$ cat src/rtl/axi_typedef_pkg.sv
// Shared AXI write-path types for the write arbiter and its sub-blocks.
package axi_typedef_pkg;

    typedef logic [7:0] len_t;
    typedef logic [1:0] resp_t;

    typedef enum logic [1:0] {
        IDLE = 2'd0,
        AW   = 2'd1,
        W    = 2'd2
    } wr_state_t;

endpackage

$ cat src/rtl/rr_arb_sel.sv
// Combinational round-robin pick: first asserted request at or after ptr, wrapping.
module rr_arb_sel #(
    parameter int NUM_REQ = 2,
    parameter int IDX_W   = 1
) (
    input  logic [NUM_REQ-1:0] req,
    input  logic [IDX_W-1:0]   ptr,
    output logic [IDX_W-1:0]   grant,
    output logic               valid
);

    logic [2*NUM_REQ-1:0] dbl;
    logic [NUM_REQ-1:0]   rot;

    // Rotating a doubled copy puts the ptr position at bit 0.
    assign dbl = {req, req};
    assign rot = NUM_REQ'(dbl >> ptr);

    always_comb begin
        int sum;
        // NOTE: every output gets a default before the loop so no path leaves it unassigned (no latch).
        grant = '0;
        valid = 1'b0;
        sum   = 0;
        for (int i = 0; i < NUM_REQ; i++) begin
            if (!valid && rot[i]) begin
                valid = 1'b1;
                sum   = int'(ptr) + i;
                if (sum >= NUM_REQ) begin
                    sum = sum - NUM_REQ;
                end
                grant = IDX_W'(sum);
            end
        end
    end

endmodule

$ cat src/rtl/axi_wr_arbiter.sv
// N-to-1 AXI write arbiter: round-robin AW grant held through the W burst,
// master index prepended to the downstream ID, B routed back by that index.
module axi_wr_arbiter
    import axi_typedef_pkg::*;
#(
    parameter int NUM_MST        = 2,
    parameter int AXI_ID_WIDTH   = 4,
    parameter int AXI_ADDR_WIDTH = 32,
    parameter int AXI_DATA_WIDTH = 64,
    localparam int IDX_W  = (NUM_MST > 1) ? $clog2(NUM_MST) : 1,
    localparam int STRB_W = AXI_DATA_WIDTH / 8,
    localparam int M_ID_W = AXI_ID_WIDTH + IDX_W
) (
    input  logic                                      clk,
    input  logic                                      rst,

    input  logic [NUM_MST-1:0][AXI_ID_WIDTH-1:0]      s_aw_id,
    input  logic [NUM_MST-1:0][AXI_ADDR_WIDTH-1:0]    s_aw_addr,
    input  len_t [NUM_MST-1:0]                        s_aw_len,
    input  logic [NUM_MST-1:0]                        s_aw_valid,
    output logic [NUM_MST-1:0]                        s_aw_ready,

    input  logic [NUM_MST-1:0][AXI_DATA_WIDTH-1:0]    s_w_data,
    input  logic [NUM_MST-1:0][STRB_W-1:0]            s_w_strb,
    input  logic [NUM_MST-1:0]                        s_w_last,
    input  logic [NUM_MST-1:0]                        s_w_valid,
    output logic [NUM_MST-1:0]                        s_w_ready,

    output logic [AXI_ID_WIDTH-1:0]                   s_b_id,
    output resp_t                                     s_b_resp,
    output logic [NUM_MST-1:0]                        s_b_valid,
    input  logic [NUM_MST-1:0]                        s_b_ready,

    output logic [M_ID_W-1:0]                         m_aw_id,
    output logic [AXI_ADDR_WIDTH-1:0]                 m_aw_addr,
    output len_t                                      m_aw_len,
    output logic                                      m_aw_valid,
    input  logic                                      m_aw_ready,

    output logic [AXI_DATA_WIDTH-1:0]                 m_w_data,
    output logic [STRB_W-1:0]                         m_w_strb,
    output logic                                      m_w_last,
    output logic                                      m_w_valid,
    input  logic                                      m_w_ready,

    input  logic [M_ID_W-1:0]                         m_b_id,
    input  resp_t                                     m_b_resp,
    input  logic                                      m_b_valid,
    output logic                                      m_b_ready
);

    wr_state_t        state_q, state_d;
    logic [IDX_W-1:0] grant_q, grant_d;
    logic [IDX_W-1:0] rr_ptr_q, rr_ptr_d;
    logic [IDX_W-1:0] sel_grant;
    logic             sel_valid;
    logic [IDX_W-1:0] b_idx;

    rr_arb_sel #(
        .NUM_REQ (NUM_MST),
        .IDX_W   (IDX_W)
    ) u_sel (
        .req   (s_aw_valid),
        .ptr   (rr_ptr_q),
        .grant (sel_grant),
        .valid (sel_valid)
    );

    always_ff @(posedge clk or posedge rst) begin
        if (rst) begin
            state_q  <= IDLE;
            grant_q  <= '0;
            rr_ptr_q <= '0;
        end else begin
            // NOTE: registers update with non-blocking assignments so every flop samples pre-edge values.
            state_q  <= state_d;
            grant_q  <= grant_d;
            rr_ptr_q <= rr_ptr_d;
        end
    end

    // Payload muxes follow the registered grant; it cannot move until the W-last handshake.
    assign m_aw_id   = {grant_q, s_aw_id[grant_q]};
    assign m_aw_addr = s_aw_addr[grant_q];
    assign m_aw_len  = s_aw_len[grant_q];
    assign m_w_data  = s_w_data[grant_q];
    assign m_w_strb  = s_w_strb[grant_q];
    assign m_w_last  = s_w_last[grant_q];

    always_comb begin
        state_d    = state_q;
        grant_d    = grant_q;
        rr_ptr_d   = rr_ptr_q;
        m_aw_valid = 1'b0;
        m_w_valid  = 1'b0;
        s_aw_ready = '0;
        s_w_ready  = '0;

        case (state_q)
            IDLE: begin
                if (sel_valid) begin
                    grant_d = sel_grant;
                    state_d = AW;
                end
            end
            AW: begin
                m_aw_valid          = 1'b1;
                s_aw_ready[grant_q] = m_aw_ready;
                if (m_aw_ready) begin
                    state_d = W;
                end
            end
            W: begin
                m_w_valid          = s_w_valid[grant_q];
                s_w_ready[grant_q] = m_w_ready;
                if (s_w_valid[grant_q] && m_w_ready && s_w_last[grant_q]) begin
                    rr_ptr_d = (grant_q == IDX_W'(NUM_MST - 1)) ? '0 : grant_q + 1'b1;
                    state_d  = IDLE;
                end
            end
            default: state_d = IDLE;
        endcase
    end

    // B return path is stateless; an out-of-range index is swallowed so the slave never stalls.
    assign b_idx    = m_b_id[AXI_ID_WIDTH +: IDX_W];
    assign s_b_id   = m_b_id[AXI_ID_WIDTH-1:0];
    assign s_b_resp = m_b_resp;

    always_comb begin
        s_b_valid = '0;
        m_b_ready = 1'b0;
        if (!rst) begin
            if (int'(b_idx) < NUM_MST) begin
                s_b_valid[b_idx] = m_b_valid;
                m_b_ready        = s_b_ready[b_idx];
            end else begin
                m_b_ready = 1'b1;
            end
        end
    end

endmodule
$ cat config.mk
export PLATFORM = sky130hd
export DESIGN_NAME = axi_wr_arbiter
export DESIGN_NICKNAME = d
export VERILOG_FILES = /design/src/rtl/axi_typedef_pkg.sv /design/src/rtl/rr_arb_sel.sv /design/src/rtl/axi_wr_arbiter.sv
export SDC_FILE = /design/constraint.sdc
export NUM_CORES = 1
export LEC_CHECK = 0
export ABC_AREA = 1
export CAP_MARGIN = 20
export CORE_AREA = 2 2 152 154
export CTS_CLUSTER_DIAMETER = 120
export CTS_CLUSTER_SIZE = 30
export DETAILED_ROUTE_END_ITERATION = 8
export DIE_AREA = 0 0 154 156
export SETUP_SLACK_MARGIN = 0.3
export SYNTH_ARGS = -nofsm -noshare
export SYNTH_HDL_FRONTEND = slang
export SYNTH_SLANG_ARGS = --single-unit
$ cat constraint.sdc
create_clock -name clk -period 1.2 [get_ports clk]
set_clock_uncertainty 0.1 [all_clocks]
set_input_delay 0.24 -clock clk [delete_from_list [all_inputs] [get_ports clk]]
set_output_delay 0.24 -clock clk [all_outputs]
set_load 0.05 [all_outputs]
# After elaboration in Yosys (flattened, before gate mapping)
# Cells that the tools add are included.
op_classes:
  bitwise: 3
  order_cmp: 6
  n_shift: 1
  add_sub_neg: 4
  n_reduce_logical: 10
  mux: 37
  eq_ne: 5
ops:
  columns: ["op", "n"]
  rows:
  - ["64-bit two-way mux", 2]
  - ["32-bit two-way mux", 2]
  - ["8-bit two-way mux", 4]
  - ["1-bit two-way mux", 18]
  - ["2-bit two-way mux", 6]
  - ["4-bit two-way mux", 2]
  - ["2-bit AND", 3]
  - ["2-bit inequality test (second input constant)", 3]
  - ["2-bit one-hot mux with 3 select lines", 1]
  - ["1-bit logical AND", 5]
  - ["1-bit by 2-bit < comparator with 1-bit output (second input constant)", 2]
  - ["2-bit AND reduction", 2]
  - ["4-bit by 1-bit right shift with 2-bit output", 1]
  - ["3-bit AND reduction", 1]
  - ["1-bit by 1-bit adder with 2-bit output (second input constant)", 1]
  - ["1-bit demux with 1-bit select", 2]
  - ["2-bit by 1-bit == test with 1-bit output (second input constant)", 1]
  - ["2-bit == test (second input constant)", 1]
  - ["1-bit greater-or-equal comparator (second input constant)", 2]
  - ["1-bit by 2-bit greater-or-equal comparator with 1-bit output (second input constant)", 1]
  - ["2-bit greater-or-equal comparator (second input constant)", 1]
  - ["2-bit zero test", 1]
  - ["1-bit subtractor (second input constant)", 2]
  - ["1-bit adder (second input constant)", 1]
  - ["1-bit zero test", 1]
totals:
  wordCells: 69
  out_inout_bits: 133
  ff_bits: 4

# Depth between registers and ports, before layout
# Gate-level depths: netlist of the first run.
logic_depth:
  ltp_word: 7
  ltp_mapped: 6
  depth_no_buf: 6

# Cells and area by module
# A second synthesis of the first run with hierarchy kept.
hier_totals:
  hier_cells: 433
  area_unflattened_um2: 1795.5
by_module_without_submodules:
  columns: ["mod", "cells_each", "instances", "seq_area_each_um2", "area_per_inst_um2"]
  rows:
  - ["axi_wr_arbiter", 429, 1, 100.1, 1776.7]
  - ["rr_arb_sel", 4, 1, 0.0, 18.8]

# Least setup slack after synthesis of the first run
# Ideal clock, no wire load.
synth_path:
  path_type: "register -> output"
  startpoint: "register state_q[1]"
  endpoint: "output s_aw_ready[0]"
  path_buffers: 0
  arrival_ns: 1.964
  path_slack_ns: -1.104
  path_stages_with_launch: 4
  path_cell_list: "dfrtp_1 > nor2_1 > nand2_1 > nor2_1"
synth_between:
  elab_chain_len: 2
synth_rtl:
  columns: ["element", "line", "text"]
  rows:
  - ["start, declared", "axi_wr_arbiter.sv:52", "wr_state_t state_q, state_d;"]
  - ["start signal, assigned", "axi_wr_arbiter.sv:76", "state_q <= state_d;"]
  - ["2-bit by 1-bit == test with 1-bit output", "axi_wr_arbiter.sv:99", "case (state_q)"]
  - ["2-bit two-way mux", "axi_wr_arbiter.sv:99", null]
  - ["end, declared", "axi_wr_arbiter.sv:21", "output logic [NUM_MST-1:0] s_aw_ready,"]
# No other way between the ends.

# Final worst setup path of the first run
layout_path:
  startpoint: "register grant_q"
  endpoint: "output m_w_data[1]"
layout_between:
  elab_chain_len: 2
layout_rtl:
  columns: ["element", "line", "text"]
  rows:
  - ["start, declared", "axi_wr_arbiter.sv:53", "logic [IDX_W-1:0] grant_q, grant_d;"]
  - ["start signal, assigned", "axi_wr_arbiter.sv:77", "grant_q <= grant_d;"]
  - ["64-bit two-way mux (not written as such) (2 in a row)", "axi_wr_arbiter.sv:86", "assign m_w_data = s_w_data[grant_q];"]
  - ["end, declared", "axi_wr_arbiter.sv:40", "output logic [AXI_DATA_WIDTH-1:0] m_w_data,"]
# No other way between the ends. The select of a mux whose other input is x is not followed.

==> results of run 1 <==
stage by stage:
stage               area [um2]  hold WS, ps  std cells  utilization, %
finish                    8550        -18.4       1086            38.2
global route              8550        -8.85       1086            38.2
CTS                       8350        -12.8       1082            37.3
detailed placement        7960          380       1075            35.6
global placement          7960          380       1075            35.6
floorplan                 2590        -93.9        426               -
power breakdown:
part	internal, mW	switching, mW	leakage (nW)
Combinational	8.37	9.89	3.75
Clock	0.439	0.0942	0.0382
Sequential	0.209	0.0949	0.0475
Total	9.02	10.1	3.84
synthesized netlist by cell type (all sizes together):
cell     n  area share (%)
nor2     5             1.0
o21ai    3            0.82
nor3     4             1.1
dfrtp    4             5.5
inv      8             1.6
o31ai    1            0.41
buf     33              14
nand2  363              74
nand4    1            0.34
nand3    2            0.55
a21oi    2            0.55
critical path: cells and delay by family, from the launching register on:
kind | cells | cell delay (ps)
DFF | 1 | 530
buffers and inverters | 3 | 520
and+or+nand+nor | 2 | 160
routing by layer:
layer,GRT usage [%],routed length [um]
met2,20.4,7590
met1,12.0,5580
met3,3.17,1320
met4,1.91,173
met5,0,0
kinds of logic after synthesis:
| group | share of synthesized area [%] |
|---|---|
| buffers and inverters | 15.5 |
| AND/OR/NAND/NOR | 77.2 |
| flip-flops | 5.45 |
| AO/OA/AOI/OAI | 1.77 |
sequential cells by signal (all words and copies together) (netlist names):
| register | flops |
|---|---|
| rr_ptr_q | 1 |
| state_q | 2 |
| grant_q | 1 |
worst paths after layout:
kind	startpoint	end	cells after the start	slack (ps)
max in group asynchronous	rst	grant_q	3	840
min reg2reg	rr_ptr_q	rr_ptr_q	2	400
min	rst	state_q[0]	3	-20
min in group clk	m_b_id[1]	s_b_id[1]	0	380
max	grant_q	m_w_data[1]	5	-580
max reg2reg	grant_q	rr_ptr_q	6	-140
cell type report:
| type | instances | share of cell area [%] |
|---|---|---|
| Sequential cell | 4 | 1.23 |
| Multi-Input combinational cell | 381 | 28.9 |
| Clock buffer | 4 | 0.922 |
| Inverter | 8 | 0.644 |
| Timing Repair Buffer | 404 | 64.1 |
| Tap cell | 285 | 4.17 |
repair_timing:
action                                 in CTS  in global routing
pin swaps                                   9                  2
endpoints found under the hold margin       4                  4
setup endpoints to repair                 131                131
gates cloned                                2                  4
resized for setup                         106                 36
setup buffers                               1                  0
==> run_results.csv, run 1 <==
group,metric,value,unit
cts,cts-root-buf,"clkbuf_16",
detailed_routing,post_drt_wl_per_cell,13.5,um
place,io_buffers,372,
global_route,grt_max_degree,37,
hold_path,hp-class,"in2async",
logic_synthesis,synth_cell_type_count,14,
final_layout,final_common_cell,"clkdlybuf4s50_1",
floorplan,die_w,154,um
cts,cts_max_path_buffers,2,
timing,holdWs,-18.4,ps
global_route,grt_pass1_vias,3941,
timing,finalHoldViolCount,4,
global_route,track_usage,10.7,%
cts,cts.reportedPaths.clkPinSlew,30,ps
timing,slew_headroom,86.7,%
logic_synthesis,netlist_area,0.00184,mm2
cts,clock-sinks,4,
place,place_ws,-474,ps
cts,cts_tree,"built",
floorplan,rows,55,
global_route,grt_overflow_total,0,
detailed_routing,antenna_left,0,
power,vdd_ir_drop_max,0.979,mV
cts,cts_buffers,3,
detailed_routing,route.final.wire_length,14700,um
timing,rsz0062_at_grt,"yes",
final_layout,antenna_cells,0,
timing,fin_crit,1780,ps
final_layout,area_growth,366,%
detailed_routing,initialDrtViolationCount,126,
setup_path,slowest_stage,"dfrtp_4",
setup_path,path_common_cell,"buf_12",
power,p_per_area,2230,mW/mm2
flow_run,cap_violations,0,
logic_synthesis,yosysWarnings,0,
run_status,status,"complete, but fails checks",
cts,insertion_delay,220,ps
setup_path,start_kind,"register",
place,place_congestion,0.741,
detailed_routing,drc,0,
floorplan,boundaryPins,385,
setup_path,crit_chain,"buf_12 > clkbuf_16 > nand2_1 > nand2_4 > buf_12",
timing,worst_slew_pin_slew,199,ps
logic_synthesis,syn_avg_cell_area,4.31,um2
final_layout,multiInputGateArea,0.00247,mm2
logic_synthesis,synth_seq_cells,4,
detailed_routing,vias,4012,
setup_path,crit_fanout,11,
setup_path,endpoint_kind,"output pin",
setup_path,required,860,ps
global_route,grt_antenna_before_repair,0,
setup_path,worstSetupPathType,"reg2out",
setup_path,critical_path.max_stage_delay,530,ps
floorplan,floorplan.initialDensity,8.21,%
logic_synthesis,yosysSeqAreaShare,5.45,%
detailed_routing,first_pass_iters,3,
final_layout,regArea,105,um2
timing,timing.fmax,562,MHz
timing,fin_tns_setup,-65940,ps
power,power,19.1,mW
global_route,grt_first_pass_wirelength,20800,um
floorplan,core_area,0.0224,mm2
timing,drv_slew,0,
floorplan,dieHeight,156,um
logic_synthesis,syn-num-nets,678,
place,place_hpwl,12000,um
power,leakage,3.84,nW
timing,min_period_over_period,148,%
final_layout,layout_common_cells,"clkdlybuf4s50_1 (239), nand2_1 (185), buf_12 (131)",
final_layout,layout-drive-gt1-share,44.8,%
timing,setup_violations,127,
timing,setup_ws,-579,ps
cts,htreeDepth,1,
final_layout,fin_nets,1054,
final_layout,fillCellCount,2226,
detailed_routing,avgViaCountPerCell,3.69,
setup_path,cp_data_arrival_time,1440,ps
logic_synthesis,synthCells,426,
run_status,violations,"hold timing, setup timing",
floorplan,die_area,0.0240,mm2
No activity file was read; power rests on OpenSTA's default activity.
==> inputs of run 2 (changes only) <==
Settings changed: CORE_AREA 2 2 152 154 to 2 2 148 150, DIE_AREA 0 0 154 156 to 0 0 150 152.
Clock period 1.2 ns to 1.9 ns, I/O delays scaled along.
==> run 2 against run 1 <==
The flow finishes with violations (setup timing). Setup slack gained 510 ps. Flip-flop and latch count is the same. Sequential share of layout area grew 0.094 points. Critical path type unchanged. Via count shrank 2.0%. Power shrank 41%. Largest cell class unchanged. Non-clock buffer count shrank 18. Core utilization shrank 1.5 points. Critical endpoint is now m_aw_addr[11]. Highest routed layer unchanged. Die area shrank 5.1%. Routed wire length shrank 0.61%.
==> run_results.csv, run 2 (synthesis gave the netlist of run 1 again) <==
group,metric,value,unit
run_status,status,"complete, but fails checks",
run_status,violations,"setup timing",
power,leakage,3.55,nW
place,place_ws,38.6,ps
detailed_routing,route.final.wire_length,14600,um
detailed_routing,drc,0,
hold_path,hp-class,"in2async",
place,io_buffers,372,
place,place_congestion,0.758,
setup_path,slowest_stage,"dfrtp_4",
floorplan,boundaryPins,385,
global_route,track_usage,11.9,%
final_layout,fillCellCount,2154,
cts,cts.reportedPaths.clkPinSlew,30,ps
final_layout,antenna_cells,0,
place,postPlaceCellArea,0.00736,mm2
setup_path,crit_chain,"inv_12 > buf_12 > clkbuf_16 > nand2_1 > nand2_2 > buf_12",
floorplan,die_w,150,um
setup_path,required,1420,ps
final_layout,layout_common_cells,"clkdlybuf4s50_1 (240), nand2_1 (224), buf_12 (129)",
setup_path,worstRegToRegCells,9,
global_route,grt_overflow_total,0,
global_route,grt_pass1_vias,3903,
timing,holdWs,189,ps
final_layout,area_growth,327,%
cts,cts-root-buf,"clkbuf_16",
setup_path,path_common_cell,"buf_12",
place,place_hpwl,11600,um
floorplan,die_area,0.0228,mm2
final_layout,layout-drive-gt1-share,38.2,%
final_layout,final_common_cell,"clkdlybuf4s50_1",
detailed_routing,avgViaCountPerCell,3.70,
global_route,grt_antenna_before_repair,0,
timing,finalHoldViolCount,0,
cts,cts_buffers,3,
setup_path,critPathBufInv,4,
timing,slew_headroom,72.7,%
final_layout,regArea,104,um2
timing,rsz0062_at_grt,"yes",
final_layout,multiInputGateArea,0.00199,mm2
final_layout,fin_area,0.00785,mm2
place,place_inst,1050,
timing,setup_ws,-65.5,ps
power,vdd_ir_drop_max,0.831,mV
setup_path,crit_family,"flip-flops",
setup_path,cp_data_arrival_time,1490,ps
setup_path,worst-path-stages,6,
power,p_per_area,1440,mW/mm2
floorplan,floorplan.initialDensity,8.60,%
setup_path,crit_fanout,7,
final_layout,largest_reg_flops,2,
flow_run,cap_violations,0,
timing,drv_slew,0,
final_layout,reg_top3,"state_q: 2 flops, grant_q: 1 flops, rr_ptr_q: 1 flops",
final_layout,fin_nets,1036,
floorplan,core_area,0.0214,mm2
setup_path,start_kind,"register",
detailed_routing,post_drt_wl_per_cell,13.7,um
timing,worst_slew_pin_slew,409,ps
cts,htreeDepth,1,
final_layout,finalNonFillerCells,1063,
cts,insertion_delay,230,ps
detailed_routing,initialDrtViolationCount,120,
cts,cts_tree,"built",
global_route,grt_first_pass_wirelength,21400,um
timing,setup_violations,106,
detailed_routing,vias,3931,
floorplan,rows,54,
cts,clock-sinks,4,
cts,cts_max_path_buffers,2,
timing,min_period_over_period,103,%
floorplan,dieHeight,152,um
detailed_routing,first_pass_iters,4,
setup_path,critical_path.max_stage_delay,550,ps
detailed_routing,antenna_left,0,
final_layout,regMostFlops,"state_q",
power,power,11.3,mW
global_route,grt_max_degree,69,
timing,fin_crit,1970,ps
timing,timing.fmax,509,MHz
setup_path,endpoint_kind,"output pin",
setup_path,worstSetupPathType,"reg2out",
==> run 2: cell types whose count changed in the layout (fill, tap and decap cells not counted), moves of 3 or more <==
cell       change
nand2_2       +34
clkbuf_16      -3
nand2_1       +39
buf_6          -4
buf_4         -10
nand2_4       -73
buf_8          -3
==> run 2: repair_timing <==
item                                    CTS  global route
cloned                                    3             1
pin swaps                                10            21
buffers inserted                          4             1
endpoints found under the setup margin  128           126
resized for setup                        34            40
hold buffers                              0             0
hold endpoints to repair                  0             0
==> run 2: per-stage QoR <==
| step | utilization [%] | setup TNS [ps] |
|---|---|---|
| floorplan | - | 0 |
| global placement | 34.5 | 0 |
| detailed placement | 34.5 | 0 |
| CTS | 35.9 | -3860 |
| global route | 36.7 | -8460 |
| finish | 36.7 | -2730 |
==> run 2: path summary, 6_finish.rpt <==
kind                                from       endpoint  slack [ps]
worst min-delay path                 rst        grant_q         190
max in group asynchronous            rst        grant_q        1330
worst min register to register  rr_ptr_q       rr_ptr_q         400
worst max register to register   grant_q     state_q[1]         230
min in group clk                rr_ptr_q       rr_ptr_q         400
worst max-delay path             grant_q  m_aw_addr[11]         -70
==> run 2: metal layers <==
metal	track usage [%]	up-vias	wire length [um]
met1	12.6	1707	5040
met4	1.93	0	121
met2	23.2	235	7850
met3	3.42	16	1560
met5	0	-	0
li1	-	1973	-
==> run 2: final cells by class <==
type,instances,area share [%]
Clock buffer,4,1.00
Inverter,8,0.542
Tap cell,280,4.46
Sequential cell,4,1.32
Multi-Input combinational cell,381,25.4
Timing Repair Buffer,386,67.2
==> run 2: worst register-to-register path: stages, from the launching register on <==
cell     delay, ps
dfrtp_4        550
inv_12         140
buf_16         150
buf_4          120
nand2_2         50
nand2_2         80
buf_4          130
nand3_2        100
nand2_1         80
nand2_1         50
==> run 2: report_power, final <==
part	internal (mW)	switching (mW)	leakage, nW	total (mW)
Clock	0.278	0.0646	0.0382	0.342
Sequential	0.130	0.0651	0.0488	0.195
Combinational	4.84	5.91	3.47	10.7
